File: config.mk
export PLATFORM = sky130hd
export DESIGN_NAME = i2c_temp_poll_sequencer
export DESIGN_NICKNAME = d
export VERILOG_FILES = /design/src/rtl/i2c_temp_poll_sequencer.sv
export SDC_FILE = /design/constraint.sdc
export NUM_CORES = 1
export LEC_CHECK = 0
export CORE_MARGIN = 2
export CORE_UTILIZATION = 56
export CTS_CLUSTER_SIZE = 25
export DETAILED_ROUTE_END_ITERATION = 7
export PLACE_DENSITY = 0.94
export SYNTH_ARGS = -nofsm -noshare
export SYNTH_HDL_FRONTEND = slang
export SYNTH_SLANG_ARGS = --single-unit
File: constraint.sdc
create_clock -name PT_CK -period 6.7 [get_ports PT_CK]
set_input_delay 1.34 -clock PT_CK [delete_from_list [all_inputs] [get_ports PT_CK]]
set_output_delay 1.34 -clock PT_CK [all_outputs]
set_load 0.01 [all_outputs]
File: src/rtl/i2c_temp_poll_sequencer.sv
// rtl/i2c_temp_poll_sequencer.sv - periodic I2C temperature poll sequencer with fan decision
// Optional feature macro: AUTOFAN_HYST_EN (adds T_OFF and two-threshold fan hysteresis)
`timescale 1ns/100ps
module i2c_temp_poll_sequencer #(
  parameter logic [23:0] POLL_DIV      = 24'd5000000,
  parameter logic [7:0]  SLAVE_ADDRESS = 8'h98,
  parameter logic [7:0]  TEMP_PTR      = 8'h00,
  parameter logic [3:0]  GO_HOLD       = 4'd4,
  parameter logic [15:0] TIMEOUT       = 16'd60000,
  parameter logic [7:0]  T_ON          = 8'd60
`ifdef AUTOFAN_HYST_EN
  ,
  parameter logic [7:0]  T_OFF         = 8'd55
`endif
) (
  input  logic        PT_CK,
  input  logic        RESET_N,
  input  logic        ENABLE,
  output logic        WP_GO,
  output logic [7:0]  WP_POINTER,
  output logic [7:0]  WP_SLAVE_ADDRESS,
  input  logic        WP_END_OK,
  input  logic        WP_ACK_OK,
  output logic        RD_GO,
  input  logic        RD_END_OK,
  input  logic        RD_ACK_OK,
  input  logic [15:0] RD_DATA,
  output logic        BUS_SEL,
  output logic [15:0] TEMP,
  output logic        TEMP_VALID,
  output logic        FAN_ON,
  output logic        ERR,
  output logic [7:0]  NACK_CNT
);

  typedef enum logic [3:0] {
    S_IDLE, S_WP_GO, S_WP_REL, S_WP_BUSY,
    S_RD_GO, S_RD_REL, S_RD_BUSY, S_UPDATE, S_FAIL
  } state_t;

  state_t             state, next_state;
  logic [23:0]        tick_cnt;
  logic               tick;
  logic [3:0]         hold_cnt;
  logic               hold_done;
  logic [15:0]        to_cnt;
  logic               wait_state;
  logic               to_hit;
  logic signed [7:0]  rd_deg;
  logic               fan_next;

  assign WP_POINTER       = TEMP_PTR;
  assign WP_SLAVE_ADDRESS = SLAVE_ADDRESS;

  assign tick       = ENABLE && (tick_cnt == POLL_DIV - 24'd1);
  assign hold_done  = (hold_cnt == GO_HOLD - 4'd1);
  assign wait_state = (state == S_WP_REL) || (state == S_WP_BUSY) ||
                      (state == S_RD_REL) || (state == S_RD_BUSY);
  assign to_hit     = wait_state && (to_cnt == TIMEOUT - 16'd1);
  assign rd_deg     = RD_DATA[15:8];

  // Poll interval counter; parked at zero while polling is disabled
  always_ff @(posedge PT_CK or negedge RESET_N) begin
    if (!RESET_N)                          tick_cnt <= '0;
    else if (!ENABLE || tick)              tick_cnt <= '0;
    else                                   tick_cnt <= tick_cnt + 24'd1;
  end

  // GO hold counter runs only while a GO state is active
  always_ff @(posedge PT_CK or negedge RESET_N) begin
    if (!RESET_N)                                   hold_cnt <= '0;
    else if ((state == S_WP_GO || state == S_RD_GO) && !hold_done)
                                                    hold_cnt <= hold_cnt + 4'd1;
    else                                            hold_cnt <= '0;
  end

  // Engine watchdog, restarted on entry to every wait state
  always_ff @(posedge PT_CK or negedge RESET_N) begin
    if (!RESET_N)                              to_cnt <= '0;
    else if (!wait_state || next_state != state) to_cnt <= '0;
    else                                       to_cnt <= to_cnt + 16'd1;
  end

  // State register
  always_ff @(posedge PT_CK or negedge RESET_N) begin
    if (!RESET_N) state <= S_IDLE;
    else          state <= next_state;
  end

  // Next-state logic: two GO/release/busy handshakes per poll
  always_comb begin
    next_state = state;
    case (state)
      S_IDLE:    if (tick) next_state = S_WP_GO;
      S_WP_GO:   if (hold_done) next_state = S_WP_REL;
      S_WP_REL:  if (!WP_END_OK) next_state = S_WP_BUSY;
                 else if (to_hit) next_state = S_FAIL;
      S_WP_BUSY: if (WP_END_OK) next_state = WP_ACK_OK ? S_RD_GO : S_FAIL;
                 else if (to_hit) next_state = S_FAIL;
      S_RD_GO:   if (hold_done) next_state = S_RD_REL;
      S_RD_REL:  if (!RD_END_OK) next_state = S_RD_BUSY;
                 else if (to_hit) next_state = S_FAIL;
      S_RD_BUSY: if (RD_END_OK) next_state = RD_ACK_OK ? S_UPDATE : S_FAIL;
                 else if (to_hit) next_state = S_FAIL;
      S_UPDATE:  next_state = S_IDLE;
      S_FAIL:    next_state = S_IDLE;
      default:   next_state = S_IDLE;
    endcase
  end

  // GO strobes decode straight from state so reset drops them at once
  always_comb begin
    WP_GO = 1'b0;
    RD_GO = 1'b0;
    if (state == S_WP_GO) WP_GO = 1'b1;
    if (state == S_RD_GO) RD_GO = 1'b1;
  end

`ifdef AUTOFAN_HYST_EN
  // Fan decision with hysteresis band between T_OFF and T_ON
  always_comb begin
    fan_next = FAN_ON;
    if (rd_deg >= $signed(T_ON))       fan_next = 1'b1;
    else if (rd_deg < $signed(T_OFF))  fan_next = 1'b0;
  end
`else
  // Single-threshold fan decision on the signed whole-degree byte
  always_comb begin
    fan_next = (rd_deg >= $signed(T_ON));
  end
`endif

  // Result registers: bus select, reading, status and fan enable
  always_ff @(posedge PT_CK or negedge RESET_N) begin
    if (!RESET_N) begin
      BUS_SEL    <= 1'b0;
      TEMP       <= '0;
      TEMP_VALID <= 1'b0;
      FAN_ON     <= 1'b1;
      ERR        <= 1'b0;
      NACK_CNT   <= '0;
    end else begin
      if (state == S_WP_BUSY && next_state == S_RD_GO) BUS_SEL <= 1'b1;
      case (state)
        S_UPDATE: begin
          TEMP       <= RD_DATA;
          TEMP_VALID <= 1'b1;
          ERR        <= 1'b0;
          FAN_ON     <= fan_next;
          BUS_SEL    <= 1'b0;
        end
        S_FAIL: begin
          ERR     <= 1'b1;
          FAN_ON  <= 1'b1;
          BUS_SEL <= 1'b0;
          if (NACK_CNT != 8'hFF) NACK_CNT <= NACK_CNT + 8'd1;
        end
        default: ;
      endcase
    end
  end

endmodule
==> flow_metrics.env <==
export IMPL_dr_pass1_iters=6
export IMPL_ys_ff_latch=76
export IMPL_areaGrowthSynthToFinish_pct=19.2
export IMPL_coreArea_sq_mm=0.00642
export IMPL_hold_viol=0
export IMPL_drive_above_1_share_pct=10.1
export IMPL_drv_cap=0
export IMPL_timing_rr_start="hold_cnt[0]"
export IMPL_vias=2774
export IMPL_async_flop_share_pct=100
export IMPL_cts_tree="built"
export IMPL_status="finished, violations left"
export IMPL_startpoint="state[1]"
export IMPL_nFillCells=446
export IMPL_die_h_microns=85.8
export IMPL_period_share_pct=49.2
export IMPL_crit_type="flop to output port"
export IMPL_yosysWarnings=0
export IMPL_antenna_found_initial=0
export IMPL_syn_cell_area_sq_mm=0.00374
export IMPL_cts_root_buf="clkbuf_8"
export IMPL_critPathMaxFanout=12
export IMPL_p_per_area_mw_per_mm2=305
export IMPL_grt_total_usage_pct=22.6
export IMPL_ant_nets=0
export IMPL_vias_per_cell=5.53
export IMPL_routedWlPerCell_microns=14.8
export IMPL_post_cts_resized=0
export IMPL_ys_types=47
export IMPL_end_kind="output port"
export IMPL_nets=447
export IMPL_dieArea_sq_mm=0.00735
export IMPL_cpMaxStageDelayCell="clkdlybuf4s50_1"
export IMPL_synth_area_per_cell_sq_um=10.2
export IMPL_crit_required_ns=5.36
export IMPL_grt_pass1_wl_microns=13000
export IMPL_first_global_vias=2764
export IMPL_worstHoldPathType="flop to flop"
export IMPL_die_w_microns=85.8
export IMPL_hold_buffers=0
export IMPL_rsz0062_at_grt="no"
export IMPL_drt_iter0_drc=201
export IMPL_start_kind="flop"
export IMPL_netlist_top_cell_by_area="dfrtp_1"
export IMPL_fmax_mhz=303
export IMPL_drc=3
export IMPL_portBuffers=52
export IMPL_critPathMaxStageDelay_ns=0.60
export IMPL_report_final_slew_viol_count=0
export IMPL_fin_area_sq_mm=0.00446
export IMPL_place_congestion=0.889
export IMPL_worstMarginPinSlew_ns=0.928
export IMPL_whs_ns=0.478
export IMPL_fin_tns_setup_ns=0
export IMPL_cts_sinks=76
export IMPL_violations="DRC"
export IMPL_io_pins=69
export IMPL_totalWireLength_microns=7430
export IMPL_finalCoreUtilization_pct=69.5
export IMPL_clkLatencyLatePin_ns=0.35
export IMPL_skew_ns=0.00832
export IMPL_grt_max_degree=77
export IMPL_numCtsBuffers=9
export IMPL_placed_area_sq_mm=0.00426
export IMPL_n_antenna_cell=0
export IMPL_path_clk_slew_ns=0.08
export IMPL_min_from="tick_cnt[0]"
export IMPL_postCtsSetupBuffers=0
export IMPL_synth_commonest_cells="dfrtp_1 (75), nor2_1 (64), xor2_1 (26), nand2_1 (24), nand3_1 (22)"
export IMPL_synth_area_leaders="dfrtp_1 (50%), nor2_1 (6.4%), xor2_1 (6.1%), mux2_2 (5.1%), xnor2_1 (4.2%)"
export IMPL_htree_levels=3
export IMPL_arrival_ns=1.96
export IMPL_gr_total_overflow=0
export IMPL_dp_hpwl_microns=5290
export IMPL_seq_area_sq_mm=0.00190
export IMPL_multiInputGateArea_sq_mm=0.00170
export IMPL_yosysMostFrequentCell="dfrtp_1"
export IMPL_period_minus_slack_ns=3.30
export IMPL_path_cells="nand2b_1, nor3_1, clkdlybuf4s50_1"
export IMPL_cts_max_path_buffers=2
export IMPL_syn_inst=366
export IMPL_synth_ff_type="dfrtp_1"
export IMPL_synth_edff_count=0
export IMPL_rows=29
export IMPL_power_leakage_nw=1.93
export IMPL_maxSlewHeadroom_pct=38.1
export IMPL_setup_violations=0
export IMPL_ir_drop_uv=260
export IMPL_synth_top_area_share_pct=50.2
export IMPL_yosysSeqAreaShare_pct=50.9
export IMPL_start_util_pct=58.3
per-layer routing:
layer / track usage [%] / vias to the layer above / wire (microns)
li1: - / 1323 / -
met1: 28.3 / 1374 / 3080
met2: 37.4 / 66 / 3910
met3: 6.45 / 11 / 317
met4: 8.51 / 0 / 126
met5: 0 / - / 0
final timing paths:
kind / end / slack (ns) / cells past startpoint
max: WP_GO / 3.40 / 3
max in group asynchronous: BUS_SEL / 4.90 / 2
min in group asynchronous: NACK_CNT[1] / 1.20 / 2
min reg2reg: tick_cnt[0] / 0.48 / 1
min: tick_cnt[0] / 0.48 / 1
max reg2reg: to_cnt[11] / 4.17 / 7
final cells by class:
cell class                 instances  share of cell area [%]
multi-input combinational        270                    38.1
inverter                           9                   0.757
clock buffer                       9                    2.78
clock inverter                     7                    1.65
timing repair buffer              54                    11.9
tap                               77                    2.16
sequential                        76                    42.7
state kept, by name (all words and copies together), names as in the netlist:
name,flops
to_cnt,16
TEMP_VALID,1
TEMP,16
tick_cnt,24
NACK_CNT,8
state,4
ERR,1
hold_cnt,4
FAN_ON,1
BUS_SEL,1
worst max-delay path, delay by kind of cell (launching register included):
family	cells	cell delay (ns)
AND/OR/NAND/NOR	2	0.52
flip-flops	1	0.49
buffers and inverters	1	0.60
where the power goes:
group / internal [mW] / switching (mW) / leakage (nW)
logic: 0.222 / 0.183 / 0.823
clock network: 0.174 / 0.172 / 0.100
registers: 0.543 / 0.0662 / 1.00
cell usage in the layout, fill, tap and decap left out, types with 9 or more instances in the layout:
cell type,netlist,final
xnor2_1,18,18
nand2_1,24,24
nand4_1,14,14
nor2_1,64,64
xor2_1,26,26
mux2_2,17,17
inv_1,9,9
dfrtp_1,75,75
conb_1,2,16
clkdlybuf4s50_1,0,51
clkbuf_8,0,9
nand3_1,22,22
cell families after synthesis:
| logic type | Yosys count | synth area share, % |
|---|---|---|
| other | 2 | 0.201 |
| adders and majority gates | 4 | 1.34 |
| AOI/OAI and AO/OA | 23 | 4.61 |
| and+or+nand+nor | 164 | 21.8 |
| xor gates and xnor gates | 44 | 10.3 |
| buffers and inverters | 34 | 5.28 |
| muxes | 19 | 5.65 |
| DFF | 76 | 50.9 |
stage by stage:
step | cells | power (mW) | setup slack (ns)
floorplan | 380 | 0.831 | 4.20
global placement | 486 | 1.00 | 3.56
detailed placement | 486 | 1.03 | 3.48
CTS | 502 | 1.38 | 3.38
global route | 502 | 1.44 | 3.23
finish | 502 | 1.36 | 3.40
Note: power is estimated with default switching activity, not from simulation.
